[config.mk]
export PLATFORM = sky130hd
export DESIGN_NAME = dll_lock_ctrl
export DESIGN_NICKNAME = d
export VERILOG_FILES = /design/src/rtl/dll_ctrl_pkg.sv /design/src/rtl/dll_sync2.sv /design/src/rtl/dll_lock_ctrl.sv
export SDC_FILE = /design/constraint.sdc
export NUM_CORES = 1
export LEC_CHECK = 0
export ABC_CLOCK_PERIOD_IN_PS = 5100
export CORE_MARGIN = 3
export CORE_UTILIZATION = 37
export DETAILED_ROUTE_END_ITERATION = 8
export SYNTH_ARGS = -nofsm -noshare
export SYNTH_HDL_FRONTEND = slang
export SYNTH_SLANG_ARGS = --single-unit
[constraint.sdc]
create_clock -name CLK -period 5.1 [get_ports CLK]
set_clock_uncertainty 0.2 [all_clocks]
set_input_delay 0.765 -clock CLK [delete_from_list [all_inputs] [get_ports CLK]]
set_output_delay 0.765 -clock CLK [all_outputs]
set_load 0.005 [all_outputs]
[src/rtl/dll_ctrl_pkg.sv]
// Shared types and constants for the DDR4 PHY DLL lock/sequencing controller.
package dll_ctrl_pkg;

    localparam int CODE_W        = 8;
    localparam int SETTLE_CYCLES = 2;
    localparam int CAPTURE_TRIES = 8;

    typedef enum logic [2:0] {
        IDLE,
        PWRUP,
        WAIT_LOCK,
        UPDATE,
        CAPTURE,
        TRACK,
        RETRY,
        FAIL
    } state_t;

    function automatic int max2(input int a, input int b);
        return (a > b) ? a : b;
    endfunction

    // Width of a counter that runs 0 .. max_val-1.
    function automatic int cnt_width(input int max_val);
        return (max_val < 2) ? 1 : $clog2(max_val);
    endfunction

endpackage

[src/rtl/dll_sync2.sv]
// Two-flop single-bit synchronizer with synchronous active-high clear.
module dll_sync2 (
    input  logic clk,
    input  logic rst,
    input  logic d,
    output logic q
);
    logic meta;

    // NOTE: non-blocking assignments keep the two flops as a true shift chain.
    always_ff @(posedge clk) begin
        if (rst) begin
            meta <= 1'b0;
            q    <= 1'b0;
        end else begin
            meta <= d;
            q    <= meta;
        end
    end

endmodule

[src/rtl/dll_lock_ctrl.sv]
// DLL bring-up, lock qualification, code capture/refresh and lock-loss recovery.
module dll_lock_ctrl
    import dll_ctrl_pkg::*;
#(
    parameter int PWRUP_CYCLES  = 64,
    parameter int LOCK_FILT     = 8,
    parameter int LOCK_TIMEOUT  = 4096,
    parameter int UPDATE_PULSE  = 4,
    parameter int UPDATE_PERIOD = 1024,
    parameter int MAX_RETRY     = 3
) (
    input  logic              CLK,
    input  logic              RESET,
    input  logic              ENABLE,
    input  logic              UPDATE_REQ,
    input  logic              DLL_LOCK,
    input  logic              DLL_DELAY_DIFF,
    input  logic [CODE_W-1:0] DLL_CODE,
    output logic              DLL_POWERDOWN_N,
    output logic              DLL_CODE_UPDATE,
    output logic [CODE_W-1:0] CODE_OUT,
    output logic              CODE_VALID,
    output logic              READY,
    output logic              ERROR,
    output logic [1:0]        RETRY_CNT
);
    localparam int CNT_MAX = max2(max2(PWRUP_CYCLES, LOCK_TIMEOUT),
                                  max2(UPDATE_PERIOD, max2(UPDATE_PULSE, SETTLE_CYCLES + 1)));
    localparam int CNT_W   = cnt_width(CNT_MAX);
    localparam int FILT_W  = cnt_width(LOCK_FILT);
    localparam int TRY_W   = cnt_width(CAPTURE_TRIES);

    localparam logic [CNT_W-1:0]  PWRUP_LAST   = CNT_W'(PWRUP_CYCLES - 1);
    localparam logic [CNT_W-1:0]  TIMEOUT_LAST = CNT_W'(LOCK_TIMEOUT - 1);
    localparam logic [CNT_W-1:0]  PULSE_LAST   = CNT_W'(UPDATE_PULSE - 1);
    localparam logic [CNT_W-1:0]  PERIOD_LAST  = CNT_W'(UPDATE_PERIOD - 1);
    localparam logic [CNT_W-1:0]  SETTLE_DONE  = CNT_W'(SETTLE_CYCLES);
    localparam logic [FILT_W-1:0] FILT_LAST    = FILT_W'(LOCK_FILT - 1);
    localparam logic [TRY_W-1:0]  TRIES_LAST   = TRY_W'(CAPTURE_TRIES - 1);
    localparam logic [1:0]        RETRY_LIMIT  = 2'(MAX_RETRY);

    state_t            state;
    logic [CNT_W-1:0]  cnt;
    logic [FILT_W-1:0] filt;
    logic [TRY_W-1:0]  tries;
    logic [CODE_W-1:0] code_prev;
    logic              lock_s;
    logic              diff_s;
    logic              diff_q;

    dll_sync2 u_lock_sync (.clk(CLK), .rst(RESET), .d(DLL_LOCK),       .q(lock_s));
    dll_sync2 u_diff_sync (.clk(CLK), .rst(RESET), .d(DLL_DELAY_DIFF), .q(diff_s));

    // NOTE: pure datapath sample, overwritten during the settle cycles before any compare, so no reset.
    always_ff @(posedge CLK) begin
        code_prev <= DLL_CODE;
    end

    always_ff @(posedge CLK) begin
        if (RESET) begin
            state           <= IDLE;
            cnt             <= '0;
            filt            <= '0;
            tries           <= '0;
            diff_q          <= 1'b0;
            DLL_POWERDOWN_N <= 1'b0;
            DLL_CODE_UPDATE <= 1'b0;
            CODE_OUT        <= '0;
            CODE_VALID      <= 1'b0;
            READY           <= 1'b0;
            ERROR           <= 1'b0;
            RETRY_CNT       <= '0;
        end else begin
            diff_q <= diff_s;
            if (!ENABLE && state != IDLE) begin
                // CODE_OUT deliberately keeps the last qualified code.
                state           <= IDLE;
                DLL_POWERDOWN_N <= 1'b0;
                DLL_CODE_UPDATE <= 1'b0;
                CODE_VALID      <= 1'b0;
                READY           <= 1'b0;
                ERROR           <= 1'b0;
                RETRY_CNT       <= '0;
            end else begin
                unique case (state)
                    IDLE: begin
                        DLL_POWERDOWN_N <= 1'b0;
                        if (ENABLE) begin
                            state           <= PWRUP;
                            cnt             <= PWRUP_LAST;
                            DLL_POWERDOWN_N <= 1'b1;
                        end
                    end
                    PWRUP: begin
                        if (cnt == '0) begin
                            state <= WAIT_LOCK;
                            cnt   <= '0;
                            filt  <= '0;
                        end else begin
                            cnt <= cnt - CNT_W'(1);
                        end
                    end
                    WAIT_LOCK: begin
                        if (lock_s && filt == FILT_LAST) begin
                            state           <= UPDATE;
                            cnt             <= PULSE_LAST;
                            DLL_CODE_UPDATE <= 1'b1;
                        end else if (cnt == TIMEOUT_LAST) begin
                            state           <= RETRY;
                            cnt             <= PWRUP_LAST;
                            DLL_POWERDOWN_N <= 1'b0;
                            READY           <= 1'b0;
                            CODE_VALID      <= 1'b0;
                            if (RETRY_CNT != 2'd3) RETRY_CNT <= RETRY_CNT + 2'd1;
                        end else begin
                            cnt  <= cnt + CNT_W'(1);
                            filt <= lock_s ? filt + FILT_W'(1) : '0;
                        end
                    end
                    UPDATE: begin
                        if (cnt == '0) begin
                            state           <= CAPTURE;
                            DLL_CODE_UPDATE <= 1'b0;
                            cnt             <= '0;
                            tries           <= '0;
                        end else begin
                            cnt <= cnt - CNT_W'(1);
                        end
                    end
                    CAPTURE: begin
                        // Lock is not examined here; an unstable code is what reveals a bad lock.
                        if (cnt != SETTLE_DONE) begin
                            cnt <= cnt + CNT_W'(1);
                        end else if (DLL_CODE == code_prev) begin
                            state      <= TRACK;
                            cnt        <= '0;
                            CODE_OUT   <= DLL_CODE;
                            CODE_VALID <= 1'b1;
                            READY      <= 1'b1;
                            RETRY_CNT  <= '0;
                        end else if (tries == TRIES_LAST) begin
                            state           <= UPDATE;
                            cnt             <= PULSE_LAST;
                            DLL_CODE_UPDATE <= 1'b1;
                        end else begin
                            tries <= tries + TRY_W'(1);
                        end
                    end
                    TRACK: begin
                        if (!lock_s) begin
                            state           <= RETRY;
                            cnt             <= PWRUP_LAST;
                            DLL_POWERDOWN_N <= 1'b0;
                            READY           <= 1'b0;
                            CODE_VALID      <= 1'b0;
                            if (RETRY_CNT != 2'd3) RETRY_CNT <= RETRY_CNT + 2'd1;
                        end else if (cnt == PERIOD_LAST || UPDATE_REQ || (diff_s && !diff_q)) begin
                            state           <= UPDATE;
                            cnt             <= PULSE_LAST;
                            DLL_CODE_UPDATE <= 1'b1;
                        end else begin
                            cnt <= cnt + CNT_W'(1);
                        end
                    end
                    RETRY: begin
                        if (cnt != '0) begin
                            cnt <= cnt - CNT_W'(1);
                        end else if (RETRY_CNT == RETRY_LIMIT) begin
                            state <= FAIL;
                            ERROR <= 1'b1;
                        end else begin
                            state           <= PWRUP;
                            cnt             <= PWRUP_LAST;
                            DLL_POWERDOWN_N <= 1'b1;
                        end
                    end
                    FAIL: begin
                        ERROR           <= 1'b1;
                        DLL_POWERDOWN_N <= 1'b0;
                    end
                    default: state <= IDLE;
                endcase
            end
        end
    end

endmodule

# Yosys cells after proc, flatten, opt, wreduce, memory -nomap -nowiden
# Index checks and enable logic that the tools add are counted.
dict set report word_totals {
  register_bits 48
  latchBits 0
  ram_bits 0
  romBits 0
  input_bits 14
  elab_cells 153
  memories 0
}
dict set report op_classes {
  addsub 5
  mul 0
  div 0
  magnitude_cmp 0
  n_eq_ne 38
  shift 0
  n_mux 62
  n_bitwise 2
  n_reduce_logical 30
}
# op n
set ops {}
lappend ops {{two-way mux 12 bit} 11}
lappend ops {{case mux 12 bit (6 select lines)} 1}
lappend ops {{two-way mux 3 bit} 19}
lappend ops {{inequality test 2 bit (second input constant)} 18}
lappend ops {{case mux 3 bit (7 select lines)} 1}
lappend ops {{equality test 3 bit (second input constant)} 6}
lappend ops {{AND reduction 6 bit} 3}
lappend ops {{two-way mux 1 bit} 17}
lappend ops {{adder 12 x 1 -> 12 bit (second input constant)} 1}
lappend ops {{equality test 12 x 10 -> 1 bit (second input constant)} 1}
lappend ops {{equality test 12 bit (second input constant)} 1}
lappend ops {{logical NOT 12 bit} 1}
lappend ops {{two-way mux 2 bit} 6}
lappend ops {{inequality test 12 x 2 -> 1 bit (second input constant)} 1}
lappend ops {{inequality test 3 bit (second input constant)} 4}
lappend ops {{case mux 3 bit (2 select lines)} 2}
lappend ops {{nonzero test 12 bit} 1}
lappend ops {{subtractor 12 x 1 -> 12 bit (second input constant)} 1}
lappend ops {{AND reduction 5 bit} 2}
lappend ops {{AND reduction 9 bit} 1}
lappend ops {{equality test 8 bit} 1}
lappend ops {{AND reduction 8 bit} 1}
lappend ops {{nonzero test 7 bit} 1}
lappend ops {{adder 3 x 1 -> 3 bit (second input constant)} 2}
lappend ops {{other kinds (24)} 34}

# Depth between registers and ports, before layout
# Gate-level depths: netlist (run 1).
dict set report depth {
  ltp_word 6
  depth_mapped 9
  mapped_depth_nobuf 8
}

# Cells and area by module
# Synthesis (run 1) repeated with hierarchy kept, for this count alone.
dict set report hier_totals {
  cells_unflattened 363
  area_unflattened_um2 2977.9
}
# mod n_inst cells_each area_each_um2
set modules_own_cells {}
lappend modules_own_cells {dll_lock_ctrl 1 355 2872.8}
lappend modules_own_cells {dll_sync2 2 4 52.6}

# Worst setup path after synthesis (run 1)
# No wires, ideal clock.
dict set report synth_path {
  kind {input-to-reg}
  startpoint {in DLL_CODE[2]}
  endpoint {reg CODE_OUT[0]}
  t_arrival_ps 2299
  t_required_ps 4772
  setup_slack_ps 2473
  cell_stages 8
  n_path_buf 2
  cell_sequence {xnor2_1 nand4_1 or2_2 clkbuf_1 or4_1 buf_2 mux2i_1 nor2_1}
}
dict set report synth_via {
  elab_chain_len 2
}
# element line
set synth_rtl {}
lappend synth_rtl {{start, declared} dll_lock_ctrl.sv:18} ;# input logic [CODE_W-1:0] DLL_CODE,
lappend synth_rtl {{equality test 8 bit} dll_lock_ctrl.sv:134} ;# end else if (DLL_CODE == code_prev) begin
lappend synth_rtl {{AND reduction 4 bit (no source line)} n/a}
lappend synth_rtl {{end signal, assigned} dll_lock_ctrl.sv:68} ;# CODE_OUT <= '0;
lappend synth_rtl {{end signal, assigned} dll_lock_ctrl.sv:137} ;# CODE_OUT <= DLL_CODE;
lappend synth_rtl {{end, declared} dll_lock_ctrl.sv:21} ;# output logic [CODE_W-1:0] CODE_OUT,
# Every way passes these cells.
# A chain may end at the register's enable or synchronous reset.

# Worst setup path after layout (run 1)
dict set report layout_path {
  startpoint {reg state[2]}
  endpoint {reg DLL_CODE_UPDATE}
}
dict set report layout_via {
  elab_chain_len 3
  word_cells_on_any_way 17
}
# element line
set layout_rtl {}
lappend layout_rtl {{start, declared} dll_lock_ctrl.sv:42} ;# state_t state;
lappend layout_rtl {{start signal, assigned} dll_lock_ctrl.sv:61} ;# state <= IDLE;
lappend layout_rtl {{start signal, assigned} dll_lock_ctrl.sv:77} ;# state <= IDLE;
lappend layout_rtl {{start signal, assigned} dll_lock_ctrl.sv:89} ;# state <= PWRUP;
lappend layout_rtl {{equality test 3 bit (tied with other cells)} dll_lock_ctrl.sv:85} ;# unique case (state)
lappend layout_rtl {{inequality test 2 x 1 -> 1 bit (no source line) (tied with other cells)} n/a}
lappend layout_rtl {{AND reduction 8 bit (no source line) or OR reduction 2 bit (tied branches)} n/a}
lappend layout_rtl {{end signal, assigned} dll_lock_ctrl.sv:79} ;# DLL_CODE_UPDATE <= 1'b0;
lappend layout_rtl {{end signal, assigned} dll_lock_ctrl.sv:107} ;# DLL_CODE_UPDATE <= 1'b1;
lappend layout_rtl {{end signal, assigned} dll_lock_ctrl.sv:123} ;# DLL_CODE_UPDATE <= 1'b0;
lappend layout_rtl {{end, declared} dll_lock_ctrl.sv:20} ;# output logic DLL_CODE_UPDATE,
# Several ways; a longest one is shown, not always the timed one.

==> results.py, run 1 <==
metrics = {
    "outcome": {
        "status": "completed",
    },
    "pwr": {
        "power.leakage_nw": 1.30,
        "power.density_nw_per_um2": 269,
        "ir_drop_v": 0.000131,
    },
    "synthesis": {
        "ys_seq_area_share_pct": 30.7,
        "syn_area_um2": 3130,
        "synthArstFlopShare_pct": 0,
        "ys.warnings.count": 0,
        "synth_edf_count": 0,
        "synth_nets": 393,
        "syn_inst": 370,
        "synth_cell_types": 68,
        "ys_top_cells_by_area": "dfxtp_1 (31%), nor2_1 (5.2%), mux2i_1 (4.8%)",
        "syn_area_per_cell_um2": 8.45,
        "synth-seq-cells": 48,
        "synth_top_cell_by_area": "dfxtp_1",
        "synth_top_cell_area_share_pct": 30.7,
        "synth_ff_type": "dfxtp_1",
    },
    "grt": {
        "antenna_found_initial": 0,
        "grt_overflow": 0,
        "grt_max_degree": 28,
        "grt_pass1_vias": 2664,
        "grt.total_usage_pct": 16.3,
        "grt_pass1_wl_um": 13000,
    },
    "setup_path": {
        "worstPathCellList": "inv_1 -> nor3_1 -> a222oi_1 -> a21oi_1 -> nand4_1 -> nor3b_1",
        "reg2reg_slack_ns": 2.04,
        "worstSetupEndpoint": "DLL_CODE_UPDATE",
        "cp.required_ns": 5.10,
        "regToRegStartpoint": "state[2]",
        "end_kind": "flip-flop",
        "cp_slowest_cell": "nor3_1",
        "critical_path_class": "reg -> reg",
        "critPathMaxFanout": 19,
        "cp.depth": 6,
        "start_kind": "flip-flop",
        "r2r_end": "DLL_CODE_UPDATE",
        "worst-path-buf-inv": 1,
        "critPathTopFamily": "simple AND/OR/NAND/NOR gates",
        "critPathLaunch": "state[2]",
        "worstPathArrival_ns": 3.06,
        "critPathMaxStageDelay_ns": 0.83,
        "r2r_cells": 6,
    },
    "floorplan": {
        "core-area_um2": 7970,
        "start_util_pct": 39.2,
        "ioPinCount": 29,
        "rows": 32,
        "die_w_um": 97.9,
        "die_h_um": 97.9,
        "dieArea_um2": 9590,
    },
    "finish": {
        "final_cells": 479,
        "diodes": 0,
        "layout-drive-gt1-share_pct": 6.90,
        "nets": 399,
        "fill_cells": 772,
        "syn_to_final_growth_pct": 11.9,
    },
    "sta": {
        "period_needed_ns": 3.06,
        "fmax_mhz": 327,
        "setup_violations": 0,
        "relSlewSlack_pct": 33.4,
        "period_share_pct": 59.9,
        "setup_tns_ns": 0,
        "slew_viol_final": 0,
        "tightest_slew_ns": 0.991,
        "hold_viol": 0,
        "rsz0062_at_grt": "no",
    },
    "clock_tree": {
        "cts_buffers": 5,
        "cts_tree": "built",
        "clock_latency_ns": 0.31,
        "cts_sinks": 48,
        "cts-root-buf": "clkbuf_8",
        "ctsHoldBuffers": 0,
        "cts-resized-gates": 0,
        "clk_pin_slew_worst_paths_ns": 0.10,
        "post_cts_buffers": 0,
        "clock_path_buffers": 2,
        "cts_max_level": 2,
    },
    "worst_hold_path": {
        "hold_class": "reg -> reg",
    },
    "placed_design": {
        "dp.cells": 471,
        "dp_hpwl_um": 5520,
        "port_buffers": 28,
        "gp_congestion": 0.843,
    },
    "routing": {
        "first_pass_iters": 5,
        "via_count": 2764,
        "routedWlPerCell_um": 16.1,
        "drt_first_iter_violations": 184,
        "drt-total-wl_um": 7730,
        "drc": 0,
        "antenna_left": 0,
        "vias_per_cell": 5.77,
    },
    "run": {
        "cap_violations": 0,
    },
}
==> layout make-up <==
cell class                      instances  area, um2  area share (%)
Multi-Input combinational cell        285       1970            56.4
Clock inverter                          2       38.8            1.11
Timing Repair Buffer                   29        288            8.23
Tap cell                              102        128            3.65
Sequential cell                        48        961            27.5
Clock buffer                            6       82.6            2.36
Inverter                                7       26.3           0.751
==> synth_stat cells, types with 4 or more instances <==
| cell type | n |
|---|---|
| a211oi_1 | 8 |
| a21o_1 | 6 |
| a21oi_1 | 22 |
| a221o_1 | 4 |
| and2_1 | 4 |
| and3_1 | 5 |
| buf_2 | 9 |
| buf_6 | 4 |
| clkbuf_1 | 11 |
| dfxtp_1 | 48 |
| ha_1 | 9 |
| inv_1 | 7 |
| mux2i_1 | 15 |
| nand2_1 | 18 |
| nand2b_1 | 8 |
| nand3_1 | 10 |
| nand3b_1 | 5 |
| nand4_1 | 10 |
| nor2_1 | 43 |
| nor2b_1 | 12 |
| nor3_1 | 10 |
| nor3b_1 | 4 |
| nor4_1 | 4 |
| o21ai_0 | 9 |
| o22ai_1 | 6 |
| xnor2_1 | 14 |
| xor2_1 | 6 |
==> logic make-up (layout without fill, tap and decap cells) <==
| family | Yosys count | in the layout | share of synthesized area, % |
|---|---|---|---|
| flops | 48 | 48 | 30.7 |
| buf+inv | 37 | 44 | 6.08 |
| compound gates | 86 | 86 | 20.9 |
| simple gates | 155 | 155 | 28.3 |
| mux | 15 | 15 | 4.80 |
| xor+xnor | 20 | 20 | 5.60 |
| fa+ha+maj | 9 | 9 | 3.60 |
==> registers in the layout, summed over array words and instances, names as in the netlist, 2 cells and up <==
register   count
state          3
cnt           12
code_prev      8
filt           3
RETRY_CNT      2
CODE_OUT       8
tries          3
==> layer usage <==
metal	global-route usage (%)	wire length [um]	part of all wire, %	vias to the layer above
met5	0	0	0	-
met4	4.47	105	1.4	0
met3	4.36	601	7.8	15
met2	26.0	3580	46	105
met1	21.7	3440	44	1277
li1	-	-	-	1367
==> per-stage QoR <==
step | instance area (um2) | power [mW] | hold WS, ns | setup slack (ns) | utilization, %
global placement | 3380 | 0.641 | 0.221 | 1.76 | 42.4
finish | 3500 | 0.941 | 0.249 | 2.04 | 43.9
global route | 3500 | 0.984 | 0.271 | 1.88 | 43.9
CTS | 3500 | 0.944 | 0.248 | 2.01 | 43.9
floorplan | 3130 | 0.590 | 0.214 | 2.47 | -
detailed placement | 3380 | 0.642 | 0.225 | 1.69 | 42.4
==> worst reg2reg max path: cells and delay by family (launching register included) <==
kind,cells,cell delay (ns)
buf+inv,1,0.32
flops,1,0.78
simple gates,3,1.13
compound gates,2,0.53
==> power breakdown <==
part	internal (mW)	total (mW)	switching (mW)
clock network	0.161	0.303	0.143
logic	0.0924	0.210	0.117
registers	0.390	0.428	0.0372
total	0.643	0.941	0.297
==> worst min path at each step <==
stage / cells after the start / end / slack, ns / from
2_1_floorplan: 1 / u_diff_sync.q / 0.21 / u_diff_sync.meta
3_3_place_gp: 1 / u_diff_sync.q / 0.22 / u_diff_sync.meta
3_5_place_dp: 1 / u_lock_sync.q / 0.22 / u_lock_sync.meta
4_1_cts: 1 / u_lock_sync.q / 0.25 / u_lock_sync.meta
5_1_grt: 1 / u_lock_sync.q / 0.27 / u_lock_sync.meta
6_report: 1 / u_lock_sync.q / 0.25 / u_lock_sync.meta
==> cells in the final DEF (no fill, tap or decap), types with 4 or more instances in the layout <==
cell type	count
nor2b_1	12
clkdlybuf4s50_1	28
o22ai_1	6
and2_1	4
nor4_1	4
a211oi_1	8
nand3_1	10
nor2_1	43
dfxtp_1	48
nand3b_1	5
ha_1	9
nand2b_1	8
mux2i_1	15
nand2_1	18
and3_1	5
xnor2_1	14
a21oi_1	22
a21o_1	6
xor2_1	6
o21ai_0	9
inv_1	7
nand4_1	10
clkbuf_8	6
nor3_1	10
a221o_1	4
nor3b_1	4
No activity file was read; power rests on OpenSTA's default activity.
==> inputs of run 2 (changes only) <==
--- a/config.mk
+++ b/config.mk
@@ -5,7 +5,7 @@
 export SDC_FILE = /design/constraint.sdc
 export NUM_CORES = 1
 export LEC_CHECK = 0
-export ABC_CLOCK_PERIOD_IN_PS = 5100
+export ABC_CLOCK_PERIOD_IN_PS = 3100
 export CORE_MARGIN = 3
 export CORE_UTILIZATION = 37
 export DETAILED_ROUTE_END_ITERATION = 8
==> constraint.sdc (replaced) <==
create_clock -name CLK -period 3.1 [get_ports CLK]
set_clock_uncertainty 0.2 [all_clocks]
set_input_delay 0.465 -clock CLK [delete_from_list [all_inputs] [get_ports CLK]]
set_output_delay 0.465 -clock CLK [all_outputs]
set_load 0.005 [all_outputs]
==> run 2 against run 1 <==
Net effect: combinational power is 77% higher; critical path depth unchanged; final cell count up 2.3%; count of clock-buffer cells in the layout decreased by 1; clock power rose by 62%; register-to-register slack worse by 1.7 ns; cell area is 2.2% higher; total power is 65% higher; die area stayed put; routed wire length up 2.4%; sequential cell count stayed put; fmax is 12% higher.
==> results.py, run 2 (same netlist as run 1, synthesis figures left out) <==
metrics = {
    "outcome": {
        "status": "completed",
    },
    "pwr": {
        "ir_drop_v": 0.000174,
        "power.leakage_nw": 1.35,
        "power.density_nw_per_um2": 434,
    },
    "grt": {
        "grt_pass1_vias": 2749,
        "grt_overflow": 0,
        "busiest_layer": "met2",
        "grt.total_usage_pct": 16.4,
        "grt_max_degree": 20,
        "use_met1_pct": 21.9,
        "use_met2_pct": 26.4,
        "use_met3_pct": 3.79,
        "antenna_found_initial": 0,
        "grt_pass1_wl_um": 13400,
    },
    "floorplan": {
        "core-area_um2": 7970,
        "start_util_pct": 39.2,
        "ioPinCount": 29,
        "rows": 32,
        "dieArea_um2": 9590,
        "die_h_um": 97.9,
        "die_w_um": 97.9,
    },
    "clock_tree": {
        "cts-resized-gates": 0,
        "ctsHoldBuffers": 0,
        "clock_latency_ns": 0.31,
        "clock_path_buffers": 2,
        "cts_buffers": 5,
        "cts-root-buf": "clkbuf_8",
        "post_cts_buffers": 0,
        "cts_tree": "built",
        "cts_sinks": 48,
        "clk_pin_slew_worst_paths_ns": 0.11,
        "cts_max_level": 2,
    },
    "finish": {
        "reg.largest.list": "cnt: 12 flops, CODE_OUT: 8 flops, code_prev: 8 flops",
        "nets": 410,
        "fin_area_um2": 3570,
        "largest_register": "cnt",
        "utilization_pct": 44.9,
        "syn_to_final_growth_pct": 14.4,
        "layout-drive-gt1-share_pct": 9.54,
        "fill_cells": 774,
        "layout_common_cells": "dfxtp_1 (48), nor2_1 (43), clkdlybuf4s50_1 (28), a21oi_1 (22), nand2_1 (18)",
        "largest_reg_flops": 12,
        "seqCellArea_um2": 961,
        "layout_commonest_cell": "dfxtp_1",
        "multi_input_area_um2": 1970,
        "diodes": 0,
    },
    "sta": {
        "setup_tns_ns": 0,
        "period_needed_ns": 2.74,
        "setup_violations": 0,
        "hold_viol": 0,
        "period_share_pct": 88.4,
        "relSlewSlack_pct": 58.8,
        "tightest_slew_ns": 0.614,
        "rsz0062_at_grt": "no",
        "fmax_mhz": 365,
        "slew_viol_final": 0,
    },
    "setup_path": {
        "end_kind": "flip-flop",
        "critPathMaxFanout": 11,
        "start_kind": "flip-flop",
        "worstPathCellList": "and4_1 -> nand4_2 -> a221o_1 -> a211oi_4 -> a211oi_1 -> a41o_1",
        "cp_slowest_cell": "dfxtp_1",
        "critPathMaxStageDelay_ns": 0.60,
        "cp.required_ns": 3.12,
        "critical_path_class": "reg -> reg",
        "worstPathArrival_ns": 2.76,
    },
    "placed_design": {
        "gp_congestion": 0.866,
        "port_buffers": 28,
        "dp_hpwl_um": 5810,
        "placed_area_um2": 3460,
    },
    "routing": {
        "first_pass_iters": 7,
        "routedWlPerCell_um": 16.2,
        "drt-total-wl_um": 7920,
        "antenna_left": 0,
        "drc": 0,
        "via_count": 2855,
        "vias_per_cell": 5.83,
        "drt_first_iter_violations": 229,
    },
    "worst_hold_path": {
        "hold_class": "reg -> reg",
    },
    "run": {
        "cap_violations": 0,
    },
}
[run 2: cell count changes in the layout (fill, tap and decap cells not counted), sizes merged]
cell,delta
buf,+11
clkbuf,-1
clkinv,-1
clkinvlp,+1
inv,+1
[run 2: cell type report]
cell class,instances,share of cell area (%)
Clock buffer,5,1.93
Clock inverter,3,1.30
Inverter,7,0.735
Multi-Input combinational cell,285,55.2
Sequential cell,48,26.9
Tap cell,102,3.57
Timing Repair Buffer,40,10.4
[run 2: path summary, 6_finish.rpt]
check                   startpoint       endpoint  slack [ns]  depth (start not counted)
setup reg to reg            cnt[2]       state[2]        0.36                          6
hold / removal    u_lock_sync.meta  u_lock_sync.q        0.25                          1
setup / recovery            cnt[2]       state[2]        0.36                          6
hold reg to reg   u_lock_sync.meta  u_lock_sync.q        0.25                          1
[run 2: report_power, final]
group          internal [mW]  switching [mW]  leakage, nW
Combinational          0.164           0.208        0.898
Clock                  0.244           0.247       0.0548
Sequential             0.642          0.0480        0.393
[run 2: routing by layer]
metal  wire length (um)  up-vias  share of wire, %
met5                  0        -                 0
met3                493       25               6.2
met2               3540      111                45
met1               3720     1328                47
met4                171        0               2.2
li1                   -     1391                 -
[run 2: critical path, delay by kind of cell, from the launching register on]
family | cells | cell delay, ns
AO/OA/AOI/OAI | 4 | 1.09
flip-flops | 1 | 0.60
AND/OR/NAND/NOR | 2 | 0.75
[run 2: per-stage QoR]
stage          hold WS [ns]  worst slack, ns  cells  power [mW]
4_1_cts               0.251            0.345    490        1.56
5_1_grt               0.270            0.128    490        1.63
3_3_place_gp          0.220            0.131    482        1.07
3_5_place_dp          0.227           0.0163    482        1.07
6_report              0.246            0.361    490        1.55
2_1_floorplan         0.214            0.773    370       0.971
==> inputs of run 3 (changes only) <==
--- a/config.mk
+++ b/config.mk
@@ -9,6 +9,7 @@
 export CORE_MARGIN = 3
 export CORE_UTILIZATION = 37
 export DETAILED_ROUTE_END_ITERATION = 8
+export SKIP_LAST_GASP = 1
 export SYNTH_ARGS = -nofsm -noshare
 export SYNTH_HDL_FRONTEND = slang
 export SYNTH_SLANG_ARGS = --single-unit
==> results of run 3 <==
Final layout, timing and power as in run 2 (identical DEF).
